## config.mk

```make
export PLATFORM = sky130hd
export DESIGN_NAME = caliptra_prim_dom_and_ctrl
export DESIGN_NICKNAME = d
export VERILOG_FILES = /design/src/rtl/caliptra_prim_dom_and_ctrl_pkg.sv /design/src/rtl/caliptra_prim_dom_and_2share.sv /design/src/rtl/caliptra_prim_dom_and_ctrl.sv
export SDC_FILE = /design/constraint.sdc
export NUM_CORES = 1
export LEC_CHECK = 0
export CAP_MARGIN = 20
export CORE_MARGIN = 4
export CORE_UTILIZATION = 50
export DETAILED_ROUTE_END_ITERATION = 6
export HOLD_SLACK_MARGIN = 0.05
export PLACE_DENSITY = 0.78
export SYNTH_ARGS = -nofsm -noshare
export SYNTH_HDL_FRONTEND = slang
export SYNTH_SLANG_ARGS = --single-unit
```

## constraint.sdc

```tcl
create_clock -name clk_i -period 18.8 [get_ports clk_i]
set_clock_uncertainty 0.05 [all_clocks]
set_input_delay 4.7 -clock clk_i [delete_from_list [all_inputs] [get_ports clk_i]]
set_output_delay 4.7 -clock clk_i [all_outputs]
set_load 0.02 [all_outputs]
```

## src/rtl/caliptra_prim_dom_and_ctrl_pkg.sv

```systemverilog
// Shared types for the DOM AND controller: FSM state encoding.
package caliptra_prim_dom_and_ctrl_pkg;

  typedef enum logic [2:0] {
    ST_IDLE = 3'd0,
    ST_RND  = 3'd1,
    ST_MUL  = 3'd2,
    ST_CAP  = 3'd3,
    ST_OUT  = 3'd4
  } dom_state_e;

endpackage

```

## src/rtl/caliptra_prim_dom_and_2share.sv

```systemverilog
// Two-share domain-oriented masked AND; cross-domain terms are re-masked with z.
module caliptra_prim_dom_and_2share #(
  parameter int DW       = 2,
  parameter int Pipeline = 0
) (
  input  logic          clk_i,
  input  logic          rst_ni,
  input  logic [DW-1:0] a0_i,
  input  logic [DW-1:0] a1_i,
  input  logic [DW-1:0] b0_i,
  input  logic [DW-1:0] b1_i,
  input  logic          z_valid_i,
  input  logic [DW-1:0] z_i,
  output logic [DW-1:0] q0_o,
  output logic [DW-1:0] q1_o,
  output logic [DW-1:0] prd_o
);
  logic [DW-1:0] t0_d, t1_d, t0_q, t1_q;

  assign t0_d = (a0_i & b1_i) ^ z_i;
  assign t1_d = (a1_i & b0_i) ^ z_i;

  always_ff @(posedge clk_i or negedge rst_ni) begin
    if (!rst_ni) begin
      t0_q <= '0;
      t1_q <= '0;
    end else if (z_valid_i) begin
      t0_q <= t0_d;
      t1_q <= t1_d;
    end
  end

  if (Pipeline == 0) begin : gen_no_pipeline
    // Inner-domain terms stay combinational: operands must be held one more cycle.
    assign q0_o = (a0_i & b0_i) ^ t0_q;
    assign q1_o = (a1_i & b1_i) ^ t1_q;
  end else begin : gen_pipeline
    logic [DW-1:0] i0_q, i1_q;
    always_ff @(posedge clk_i or negedge rst_ni) begin
      if (!rst_ni) begin
        i0_q <= '0;
        i1_q <= '0;
      end else if (z_valid_i) begin
        i0_q <= a0_i & b0_i;
        i1_q <= a1_i & b1_i;
      end
    end
    assign q0_o = i0_q ^ t0_q;
    assign q1_o = i1_q ^ t1_q;
  end

  assign prd_o = t0_q;
endmodule

```

## src/rtl/caliptra_prim_dom_and_ctrl.sv

```systemverilog
// Handshaking controller around one DOM AND: fetch shares, fetch randomness,
// multiply, capture the result shares and hold them until consumed.
module caliptra_prim_dom_and_ctrl
  import caliptra_prim_dom_and_ctrl_pkg::*;
#(
  parameter int DW = 32
) (
  input  logic          clk_i,
  input  logic          rst_i,
  input  logic          in_valid_i,
  output logic          in_ready_o,
  input  logic [DW-1:0] a0_i,
  input  logic [DW-1:0] a1_i,
  input  logic [DW-1:0] b0_i,
  input  logic [DW-1:0] b1_i,
  output logic          rnd_req_o,
  input  logic          rnd_ack_i,
  input  logic [DW-1:0] rnd_i,
  output logic          out_valid_o,
  input  logic          out_ready_i,
  output logic [DW-1:0] q0_o,
  output logic [DW-1:0] q1_o,
  output logic [DW-1:0] prd_o,
  output logic          busy_o
);
  dom_state_e    state_q;
  logic [DW-1:0] a0_q, a1_q, b0_q, b1_q, z_q;
  logic [DW-1:0] q0_q, q1_q;
  logic          in_ready_q, rnd_req_q, z_valid_q, out_valid_q, busy_q;
  logic [DW-1:0] mul_q0, mul_q1;

  caliptra_prim_dom_and_2share #(
    .DW       (DW),
    .Pipeline (0)
  ) u_dom_and (
    .clk_i     (clk_i),
    .rst_ni    (~rst_i),
    .a0_i      (a0_q),
    .a1_i      (a1_q),
    .b0_i      (b0_q),
    .b1_i      (b1_q),
    .z_valid_i (z_valid_q),
    .z_i       (z_q),
    .q0_o      (mul_q0),
    .q1_o      (mul_q1),
    .prd_o     (prd_o)
  );

  always_ff @(posedge clk_i or posedge rst_i) begin
    if (rst_i) begin
      state_q     <= ST_IDLE;
      a0_q        <= '0;
      a1_q        <= '0;
      b0_q        <= '0;
      b1_q        <= '0;
      z_q         <= '0;
      q0_q        <= '0;
      q1_q        <= '0;
      in_ready_q  <= 1'b1;
      rnd_req_q   <= 1'b0;
      z_valid_q   <= 1'b0;
      out_valid_q <= 1'b0;
      busy_q      <= 1'b0;
    end else begin
      unique case (state_q)
        ST_IDLE: if (in_valid_i && in_ready_q) begin
          a0_q       <= a0_i;
          a1_q       <= a1_i;
          b0_q       <= b0_i;
          b1_q       <= b1_i;
          state_q    <= ST_RND;
          in_ready_q <= 1'b0;
          rnd_req_q  <= 1'b1;
          busy_q     <= 1'b1;
        end
        ST_RND: if (rnd_ack_i) begin
          z_q       <= rnd_i;
          state_q   <= ST_MUL;
          rnd_req_q <= 1'b0;
          z_valid_q <= 1'b1;
        end
        ST_MUL: begin
          state_q   <= ST_CAP;
          z_valid_q <= 1'b0;
        end
        ST_CAP: begin
          // Operands are still valid here; scrub them as the result is taken.
          q0_q        <= mul_q0;
          q1_q        <= mul_q1;
          a0_q        <= '0;
          a1_q        <= '0;
          b0_q        <= '0;
          b1_q        <= '0;
          z_q         <= '0;
          state_q     <= ST_OUT;
          out_valid_q <= 1'b1;
        end
        ST_OUT: if (out_ready_i) begin
          state_q     <= ST_IDLE;
          out_valid_q <= 1'b0;
          in_ready_q  <= 1'b1;
          busy_q      <= 1'b0;
        end
        default: begin
          state_q     <= ST_IDLE;
          in_ready_q  <= 1'b1;
          rnd_req_q   <= 1'b0;
          z_valid_q   <= 1'b0;
          out_valid_q <= 1'b0;
          busy_q      <= 1'b0;
        end
      endcase
    end
  end

  assign in_ready_o  = in_ready_q;
  assign rnd_req_o   = rnd_req_q;
  assign out_valid_o = out_valid_q;
  assign busy_o      = busy_q;
  assign q0_o        = q0_q;
  assign q1_o        = q1_q;
endmodule

```

==> key figures, run 1 <==
STA
  – Setup violators final: 0
  – Slew headroom: 0.316
  – RSZ-0062 raised after global routing: false
  – Hold slack: 0.428 ns
  – PnR worst setup slack: 12.31 ns
  – Setup TNS: 0 ns
  – Final Max Slew Viols: 0
  – Final hold violation count: 0
  – Period utilisation layout: 0.345
  – Slew @ Worst Pin: 1.03 ns
  – FMAX: 0.154 GHz
  – Final worst path period need: 6.49 ns

Clock network
  – TritonCTS Sinks: ~300
  – Htree depth: 2
  – Root Driver: clkbuf_16
  – Hold Buf Count CTS: 0
  – TritonCTS clock tree: done
  – Post-CTS Setup Repair Bufs: 0
  – Worst-skew pair later-pin latency: 0.49 ns
  – CTS Buffer Depth: 3
  – CTS-repair resized insts: 0
  – Clock transition at the registers of the reported paths: 0.06 ns
  – Total CTS buffers: 34

Synth
  – Ys flop type: dfrtp_1
  – Post-Syn Area: 13300 um2
  – Post-synth EDFFs: 0
  – Synth top area share: 0.557
  – Synth Register Bits: 296
  – Netlist cell types: 29
  – Sequential area share after synthesis: 0.559
  – Async S/R FF share, synth: 1.00
  – Yosys top cell by area: dfrtp_1
  – Post-Syn Instances: 1327
  – Mean Syn Cell Area: 9.99 um2
  – Synth Warn #: 0
  – Post-synth top cells: nand2_1, dfrtp_1, mux2i_1
  – Count leader, synth: nand2_1
  – Synth area leaders: dfrtp_1, mux2i_1, nand2_1
  – Syn Nets: 1492

Route
  – WL final: 31100 um
  – WL met2: ~15000 um
  – DRC: 0
  – Average routed wire per standard cell: 16.1 um
  – Via Count: 9664
  – ANT nets after route: 0
  – Top Metal Used: met4
  – Metal3 WL: 2220 um
  – DRT Pass-1 Iters: 4
  – First DRT Iteration DRCs: 666
  – DRT met1 WL: between 10000 and 15000 um
  – DR vias/cell: between 5 and 6

Worst setup path
  – R2R Path Start: state_q[2]
  – WP data arrival: 6.92 ns
  – Critical-path cell list: clkdlybuf4s50_1, inv_8, buf_4
  – Slowest cell delay on critical path: 0.89 ns
  – Setup CP Type: input pin to async pin
  – Slowest CP cell: buf_4
  – CP Launch Type: input pin
  – Critical Path RT: 19.22 ns
  – R2R Setup Slk: 15.68 ns
  – R2R Path End: b1_q[8]
  – Reg2Reg Depth: 5
  – Crit end category: async pin
  – CP max FO: around 140

Floorplanning
  – IO Count: 265
  – Die area: slightly below 30000 um2
  – Die height: 171 um
  – Die span in x: 171 um
  – Core area: 26100 um2
  – FP Rows: 59
  – Initial core utilization: 0.509

Power
  – PD cells: 167 nW/um2
  – Leak Pwr: 7.74 nW
  – Max IR drop VDD: approximately 0.12 mV

Hold path
  – Critical hold path startpoint: q1_o[14]
  – Hold endpoint: q1_o[14]
  – Hold Path Class: flop to flop
  – Hold-critical path depth: 2

Final layout
  – Fill count: 2024
  – Layout cell share with drive strength beyond 1: 0.0402
  – Nets: 1735
  – Core Util, Final: 0.661
  – Area Growth Syn to Fin: 29.8%

Global route
  – Largest net degree at the start of global routing: 138
  – Vias in the first global route: ~9900
  – Global-route wire length before repair: 50000 um
  – GRT overflow: 0
  – Total GRT Usage: 0.211
  – Initial antenna violation count: 1

Placement
  – HPWL after DPL: 20100 um
  – RePlAce Congestion: 0.788
  – Worst Setup Slack post-DPL: 11.68 ns
  – IO buf count: 264

Flow run
  – Max-cap viol count: 0

Status
  – Outcome: finished clean
-- metrics by stage --
| stage | instances | total power [W] | instance area (um2) |
|---|---|---|---|
| global placement | 1868 | 0.00217 | 16000 |
| floorplan | 1327 | 0.00181 | 13300 |
| finish | 1930 | 0.00287 | 17200 |
| global route | 1930 | 0.00307 | 17200 |
| detailed placement | 1868 | 0.00222 | 16000 |
| CTS | 1928 | 0.00290 | 17200 |
-- cell families (layout without fill, tap and decap cells) --
group | Yosys count | after routing | share of synthesized area
AO/OA/AOI/OAI | 167 | 167 | 0.0722
XOR/XNOR | 128 | 128 | 0.0845
buffers and inverters | 195 | 462 | 0.0649
flip-flops | 296 | 296 | 0.559
multiplexers | 132 | 132 | 0.0996
other | 0 | 1 | 0
AND/OR/NAND/NOR | 409 | 409 | 0.120
-- layer usage --
metal | vias up | GRT usage
met5 | - | 0
met4 | 0 | 0.0555
met3 | 41 | 0.0455
met2 | 280 | 0.343
met1 | 4667 | 0.290
li1 | 4676 | -
-- worst max-delay path by stage --
stage / startpoint / endpoint / slack [ns]
floorplan: rst_i / a0_q[0] / 5.88
global placement: rst_i / q1_o[7] / 11.69
detailed placement: rst_i / a0_q[6] / 11.68
CTS: rst_i / a1_q[10] / 12.21
global route: rst_i / q1_o[20] / 11.96
finish: rst_i / q1_o[20] / 12.31
-- layout make-up --
cell class / instances / area [um2] / share of cell area
sequential: 296 / 7410 / 0.431
multi-input combinational: 836 / 5010 / 0.291
timing repair buffer: 273 / 2740 / 0.159
clock buffer: 58 / 1100 / 0.0642
inverter: 129 / 492 / 0.0286
tap: 335 / 419 / 0.0243
clock inverter: 2 / 35.0 / 0.00204
antenna: 1 / 2.50 / 0.000145
-- placed cells by master (no fill, tap or decap) --
cell,count
xor2_1,128
nor3_1,1
a21boi_0,1
dfrtp_4,1
or3_1,1
nand2_1,327
dfstp_2,1
buf_16,1
clkbuf_16,37
nor4bb_4,1
buf_12,1
diode_2,1
bufinv_16,1
clkbuf_8,10
clkinv_2,1
clkbuf_1,11
inv_8,1
o22ai_1,1
nand2b_1,2
nor2_4,1
o21ai_1,5
nor2b_1,2
mux2i_1,132
clkdlybuf4s50_1,264
nor4_4,1
inv_1,128
dfrtp_1,294
and3b_1,1
o22a_1,2
nor2_1,70
nand3b_1,2
buf_4,7
a22o_1,28
a21o_1,2
o21ai_0,61
a21oi_1,67
-- state kept, by name, summed over array words and instances (netlist names) --
| signal | count |
|---|---|
| out_valid_o | 1 |
| a0_q | 32 |
| rnd_req_o | 1 |
| b0_q | 32 |
| state_q | 3 |
| q1_o | 32 |
| b1_q | 32 |
| z_q | 32 |
| u_dom_and.prd_o | 32 |
| busy_o | 1 |
| a1_q | 32 |
| q0_o | 32 |
| u_dom_and.t1_q | 32 |
| in_ready_o | 1 |
| z_valid_q | 1 |
-- worst max-delay path: cells and delay by family --
family                 cells  cell delay (ns)
buffers and inverters      3             2.04
-- where the power goes --
group          switching [W]  internal, W
clock               0.000249     0.000412
sequential          0.000281     0.000944
combinational       0.000509     0.000476
Note: power is estimated with default switching activity, not from simulation.
==> inputs of run 2 (changes only) <==
clock period = 6.5 ns   (was 18.8 ns; I/O delays follow)
==> key figures, run 2 (synthesis gave the netlist of run 1 again) <==
Placement
  – HPWL after DPL: 20500 um (was 20100 um)
  – Area after DPL: 16100 um2 (was 16000 um2)
  – IO buf count: 264 (unchanged)
  – RePlAce Congestion: 0.803 (was 0.788)
  – Dpl cells: 1871 (was 1868)

Clock network
  – Total CTS buffers: 31 (was 34)
  – TritonCTS clock tree: done (unchanged)
  – Root Driver: clkbuf_16 (unchanged)
  – Hold Buf Count CTS: 0 (unchanged)
  – Worst-skew pair later-pin latency: 0.54 ns (was 0.49 ns)
  – Clock transition at the registers of the reported paths: 0.06 ns (about the same)
  – TritonCTS Sinks: 296 (unchanged)
  – CTS-repair resized insts: 0 (unchanged)
  – Htree depth: 1 (was 2)
  – CTS Buffer Depth: 3 (unchanged)
  – Post-CTS Setup Repair Bufs: 0 (unchanged)

Status
  – Outcome: finished clean (unchanged)

Route
  – DRT Pass-1 Iters: 5 (was 4)
  – ANT nets after route: 0 (unchanged)
  – Average routed wire per standard cell: 16.0 um (was 16.1 um)
  – DRC: 0 (unchanged)
  – Via Count: 9685 (was 9664)
  – DR vias/cell: 5.02 (was 5.01)
  – WL final: 30800 um (was 31100 um)
  – First DRT Iteration DRCs: 727 (was 666)

Global route
  – Vias in the first global route: 9971 (was 9890)
  – Initial antenna violation count: 1 (unchanged)
  – Largest net degree at the start of global routing: 132 (was 138)
  – Global-route wire length before repair: 49700 um (was 50000 um)
  – Total GRT Usage: 0.207 (was 0.211)
  – GRT overflow: 0 (unchanged)

STA
  – RSZ-0062 raised after global routing: false (unchanged)
  – Slew headroom: 0.284 (was 0.316)
  – Final hold violation count: 0 (unchanged)
  – Setup violators final: 0 (unchanged)
  – Hold slack: 0.426 ns (was 0.428 ns)
  – Period utilisation layout: 0.538
  – Slew @ Worst Pin: 1.07 ns (was 1.03 ns)
  – Final Max Slew Viols: 0 (unchanged)
  – Setup TNS: 0 ns (unchanged)
  – FMAX: about 0.29 GHz
  – Final worst path period need: 3.50 ns

Power
  – Max IR drop VDD: 0.344 mV (was 0.116 mV)
  – Leak Pwr: 7.75 nW (was 7.74 nW)
  – PD cells: 483 nW/um2 (was 167 nW/um2)

Worst setup path
  – Most frequent CP cell: buf_4
  – Setup CP Type: input pin to flop (was input pin to async pin)
  – Critical-path cell list: clkdlybuf4s50_1, nand2_1, nor4_4, buf_4, buf_4, mux2i_1 (was clkdlybuf4s50_1, inv_8, buf_4)
  – Critical Path RT: 6.90 ns (was 19.22 ns)
  – Delay-heaviest family, CP: buffers and inverters (unchanged)
  – Slowest cell delay on critical path: 0.69 ns (was 0.89 ns)
  – WP data arrival: 3.90 ns (was 6.92 ns)
  – Buf/Inv on CP: 3 (unchanged)
  – Slowest CP cell: buf_4 (unchanged)
  – CP Launch Type: input pin (unchanged)
  – Crit end category: flop (was async pin)
  – CP max FO: 49 (was 137)

Hold path
  – Hold Path Class: flop to flop (unchanged)

Floorplanning
  – Die height: 171 um (unchanged)
  – Core area: 26100 um2 (unchanged)
  – Initial core utilization: 0.509 (unchanged)
  – Die span in x: 171 um (unchanged)
  – Die area: 29200 um2 (unchanged)
  – IO Count: 265 (unchanged)
  – FP Rows: 59 (unchanged)

Final layout
  – Layout cell share with drive strength beyond 1: 0.0433 (was 0.0402)
  – Number of non-filler instances in the completed layout: 1929 (was 1930)
  – Commonest non-fill, non-tap cells in the layout: nand2_1, dfrtp_1, clkdlybuf4s50_1 (unchanged)
  – Area Growth Syn to Fin: 30.0% (was 29.8%)
  – Nets: 1735 (unchanged)
  – Most common cell after layout, fill and taps aside: nand2_1 (unchanged)
  – Design area: 17200 um2 (about the same)
  – Core Util, Final: 0.662 (was 0.661)

Flow run
  – Max-cap viol count: 0 (unchanged)
[run 2: changes by cell type in the layout (fill, tap and decap cells not counted), sizes merged]
cell,change
clkinv,+2
clkinvlp,+3
bufinv,+6
buf,+3
clkbuf,-14
inv,-1
[run 2: worst reg2reg max path: stages (launching register included)]
cell and delay, ns:
dfrtp_1 0.64, nand3b_1 0.20, buf_4 0.39, buf_4 0.71, nand2_1 0.27, mux2i_1 0.22
[run 2: power breakdown]
part | leakage (nW) | internal (W) | total [W] | switching (W)
clock | 0.556 | 0.00124 | 0.00193 | 0.000696
combinational | 3.46 | 0.00138 | 0.00286 | 0.00148
sequential | 3.73 | 0.00273 | 0.00353 | 0.000799
[run 2: path summary, 6_finish.rpt]
| kind | from | endpoint | slack (ns) | cells past startpoint |
|---|---|---|---|---|
| max in group asynchronous | rst_i | b0_q[16] | 3.86 | 4 |
| min in group asynchronous | rst_i | u_dom_and.prd_o[27] | 1.32 | 2 |
| min | q1_o[20] | q1_o[20] | 0.43 | 2 |
| max | in_valid_i | b1_q[17] | 3.00 | 6 |
| max reg2reg | state_q[2] | b1_q[25] | 3.92 | 5 |
| min reg2reg | q1_o[20] | q1_o[20] | 0.43 | 2 |
[run 2: layer usage]
layer | vias to the layer above | wire length (um) | part of all wire | GRT usage
met3 | 51 | 2110 | 0.068 | 0.0397
met4 | 2 | 700 | 0.023 | 0.0513
met2 | 258 | 14700 | 0.48 | 0.342
li1 | 4676 | - | - | -
met1 | 4698 | 13300 | 0.43 | 0.287
met5 | - | 20 | 0.00065 | 0
[run 2: final cells by class]
type	count	area, um2
clock inverters	12	240
fillers	2042	8810
inverters	129	488
well taps	335	419
flip-flops and latches	296	7410
diodes	1	2.50
clock buffers	44	905
multi-input cells	836	5010
repair buffers	276	2770
[run 2: per-stage QoR]
step                      setup slack, ns  total power [W]
after floorplan                     0.895          0.00523
after global placement               2.54          0.00627
after detailed placement             2.46          0.00641
after CTS                            3.02          0.00840
after global routing                 2.86          0.00889
final                                3.00          0.00832
==> inputs of run 3 (changes only) <==
CORE_UTILIZATION = 47   (was 50)
PLACE_DENSITY = 0.77   (was 0.78)
clock period = 2.91 ns   (was 6.5 ns; I/O delays follow)
==> key figures, run 3 (synthesis gave the netlist of run 1 again) <==
Route
  – DR vias/cell: 4.88 (was 5.02)
  – Via Count: 9635 (was 9685)
  – First DRT Iteration DRCs: 651 (was 727)
  – ANT nets after route: 0 (unchanged)
  – DRT Pass-1 Iters: 4 (was 5)
  – Average routed wire per standard cell: 15.5 um (was 16.0 um)
  – WL final: 30500 um (was 30800 um)
  – DRC: 0 (unchanged)

Worst setup path
  – Critical-path cell list: clkdlybuf4s50_1 (was clkdlybuf4s50_1, nand2_1, nor4_4, buf_4, buf_4, mux2i_1)
  – Crit end category: output pin (was flop)
  – Critical path depth: 1 (was 6)
  – WP data arrival: 1.71 ns (was 3.90 ns)
  – CP max FO: 5 (was 49)
  – R2R Setup Slk: 0.90 ns (was 3.92 ns)
  – Buf/Inv on CP: 1 (was 3)
  – Worst setup path start: in_ready_o (was in_valid_i)
  – Reg2Reg Depth: 4 (was 5)
  – Slowest CP cell: clkdlybuf4s50_1 (was buf_4)
  – Delay-heaviest family, CP: buffers and inverters (unchanged)
  – Critical Path Sink: in_ready_o (was b1_q[17])
  – Setup CP Type: flop to output pin (was input pin to flop)
  – Critical Path RT: 2.13 ns (was 6.90 ns)
  – R2R Path Start: state_q[0] (was state_q[2])
  – Slowest cell delay on critical path: 0.61 ns (was 0.69 ns)
  – CP Launch Type: flop (was input pin)
  – R2R Path End: z_q[7] (was b1_q[25])

Placement
  – IO buf count: 264 (unchanged)
  – Dpl cells: 1918 (was 1871)
  – RePlAce Congestion: 0.772 (was 0.803)
  – HPWL after DPL: 20800 um (was 20500 um)
  – Area after DPL: 16300 um2 (was 16100 um2)
  – Worst Setup Slack post-DPL: 0.222 ns (was 2.46 ns)

Floorplanning
  – IO Count: 265 (unchanged)
  – Die span in x: 176 um (was 171 um)
  – Die height: 176 um (was 171 um)
  – Die area: 31000 um2 (was 29200 um2)
  – Initial core utilization: 0.477 (was 0.509)
  – Core area: 27800 um2 (was 26100 um2)
  – FP Rows: 61 (was 59)

Global route
  – Global-route wire length before repair: 50700 um (was 49700 um)
  – Initial antenna violation count: 2 (was 1)
  – GRT overflow: 0 (unchanged)
  – Largest net degree at the start of global routing: 132 (unchanged)
  – Vias in the first global route: 9830 (was 9971)
  – Total GRT Usage: 0.197 (was 0.207)

Final layout
  – Layout cell share with drive strength beyond 1: 0.0408 (was 0.0433)
  – Area Growth Syn to Fin: 30.1% (was 30.0%)
  – Design area: 17300 um2 (was 17200 um2)
  – Nets: 1738 (was 1735)
  – Most common cell after layout, fill and taps aside: nand2_1 (unchanged)
  – Number of non-filler instances in the completed layout: 1974 (was 1929)
  – Commonest non-fill, non-tap cells in the layout: nand2_1, dfrtp_1, clkdlybuf4s50_1 (unchanged)

STA
  – Period utilisation layout: 0.855
  – FMAX: 0.402 GHz
  – RSZ-0062 raised after global routing: false (unchanged)
  – Final Max Slew Viols: 0 (unchanged)
  – Slew @ Worst Pin: 0.838 ns (was 1.07 ns)
  – Slew headroom: 0.440 (was 0.284)
  – PnR worst setup slack: 0.423 ns (was 3.00 ns)
  – Setup TNS: 0 ns (unchanged)
  – Setup violators final: 0 (unchanged)
  – Final hold violation count: 0 (unchanged)
  – Final worst path period need: 2.49 ns

Clock network
  – CTS-repair resized insts: 0 (unchanged)
  – CTS Buffer Depth: 3 (unchanged)
  – Hold Buf Count CTS: 0 (unchanged)
  – TritonCTS clock tree: done (unchanged)
  – Clock transition at the registers of the reported paths: 0.06 ns (about the same)
  – Root Driver: clkbuf_16 (unchanged)
  – TritonCTS Sinks: 296 (unchanged)
  – Htree depth: 1 (unchanged)
  – Total CTS buffers: 31 (unchanged)
  – Post-CTS Setup Repair Bufs: 0 (unchanged)
  – Worst-skew pair later-pin latency: 0.53 ns (was 0.54 ns)

Power
  – Leak Pwr: 7.73 nW (was 7.75 nW)
  – Clk pwr share: 0.213 (was 0.232)
  – Part of the power in registers: 0.434 (was 0.424)
  – Internal power: 0.0115 W (was 0.00535 W)
  – Psw: 0.00664 W (was 0.00298 W)
  – PD cells: 1050 nW/um2 (was 483 nW/um2)
  – Tot Pwr: 0.0182 W (was 0.00832 W)
  – Logic pwr share: 0.353 (was 0.343)
  – Max IR drop VDD: 0.634 mV (was 0.344 mV)
  – Switching portion of total power: 0.366 (was 0.358)

Flow run
  – Max-cap viol count: 0 (unchanged)

Hold path
  – Hold-critical path depth: 2 (unchanged)
  – Hold Path Class: flop to flop (unchanged)

Status
  – Outcome: finished clean (unchanged)
==> run 3: changes by cell type in the layout (fill, tap and decap cells not counted) <==
cell | before | now
bufinv_16 | 7 | 2
clkinv_8 | 0 | 1
clkinv_2 | 3 | 4
clkbuf_1 | 5 | 11
buf_12 | 3 | 10
clkbuf_8 | 8 | 6
buf_4 | 9 | 5
clkinvlp_4 | 3 | 1
==> run 3: power groups by stage <==
| stage | clock (W) | sequential [W] | combinational [W] |
|---|---|---|---|
| 2_1_floorplan | 0 | 0.00817 | 0.00352 |
| 3_3_place_gp | 0 | 0.00787 | 0.00620 |
| 3_5_place_dp | 0 | 0.00791 | 0.00645 |
| 4_1_cts | 0.00395 | 0.00788 | 0.00649 |
| 5_1_grt | 0.00414 | 0.00817 | 0.00713 |
| 6_report | 0.00387 | 0.00788 | 0.00640 |
==> run 3: layout make-up <==
class | instances | area, um2
Sequential cell | 296 | 7410
Tap cell | 378 | 473
Multi-Input combinational cell | 836 | 5010
Clock buffer | 48 | 900
Clock inverter | 7 | 96.3
Fill cell | 2325 | 10500
Inverter | 129 | 488
Timing Repair Buffer | 279 | 2880
Antenna cell | 1 | 2.50
==> run 3: through the flow <==
stage                util  hold slack [ns]
finish              0.621            0.428
global route        0.621            0.442
CTS                 0.621            0.427
detailed placement  0.585            0.420
global placement    0.585            0.412
floorplan               -            0.465
==> run 3: per-layer routing <==
metal | up-vias | global-route usage | part of all wire
li1 | 4689 | - | -
met1 | 4629 | 0.282 | 0.45
met2 | 269 | 0.315 | 0.46
met3 | 44 | 0.0435 | 0.066
met4 | 4 | 0.0374 | 0.017
met5 | - | 0 | 0.00088
==> run 3: worst min path at each step <==
stage	start	endpoint	slack (ns)
after global placement	q0_o[31]	q0_o[31]	0.41
after detailed placement	busy_o	busy_o	0.42
after floorplan	u_dom_and.t1_q[0]	u_dom_and.t1_q[0]	0.47
final	q1_o[31]	q1_o[31]	0.43
after global routing	rst_i	u_dom_and.prd_o[31]	0.44
after CTS	rst_i	u_dom_and.prd_o[31]	0.43
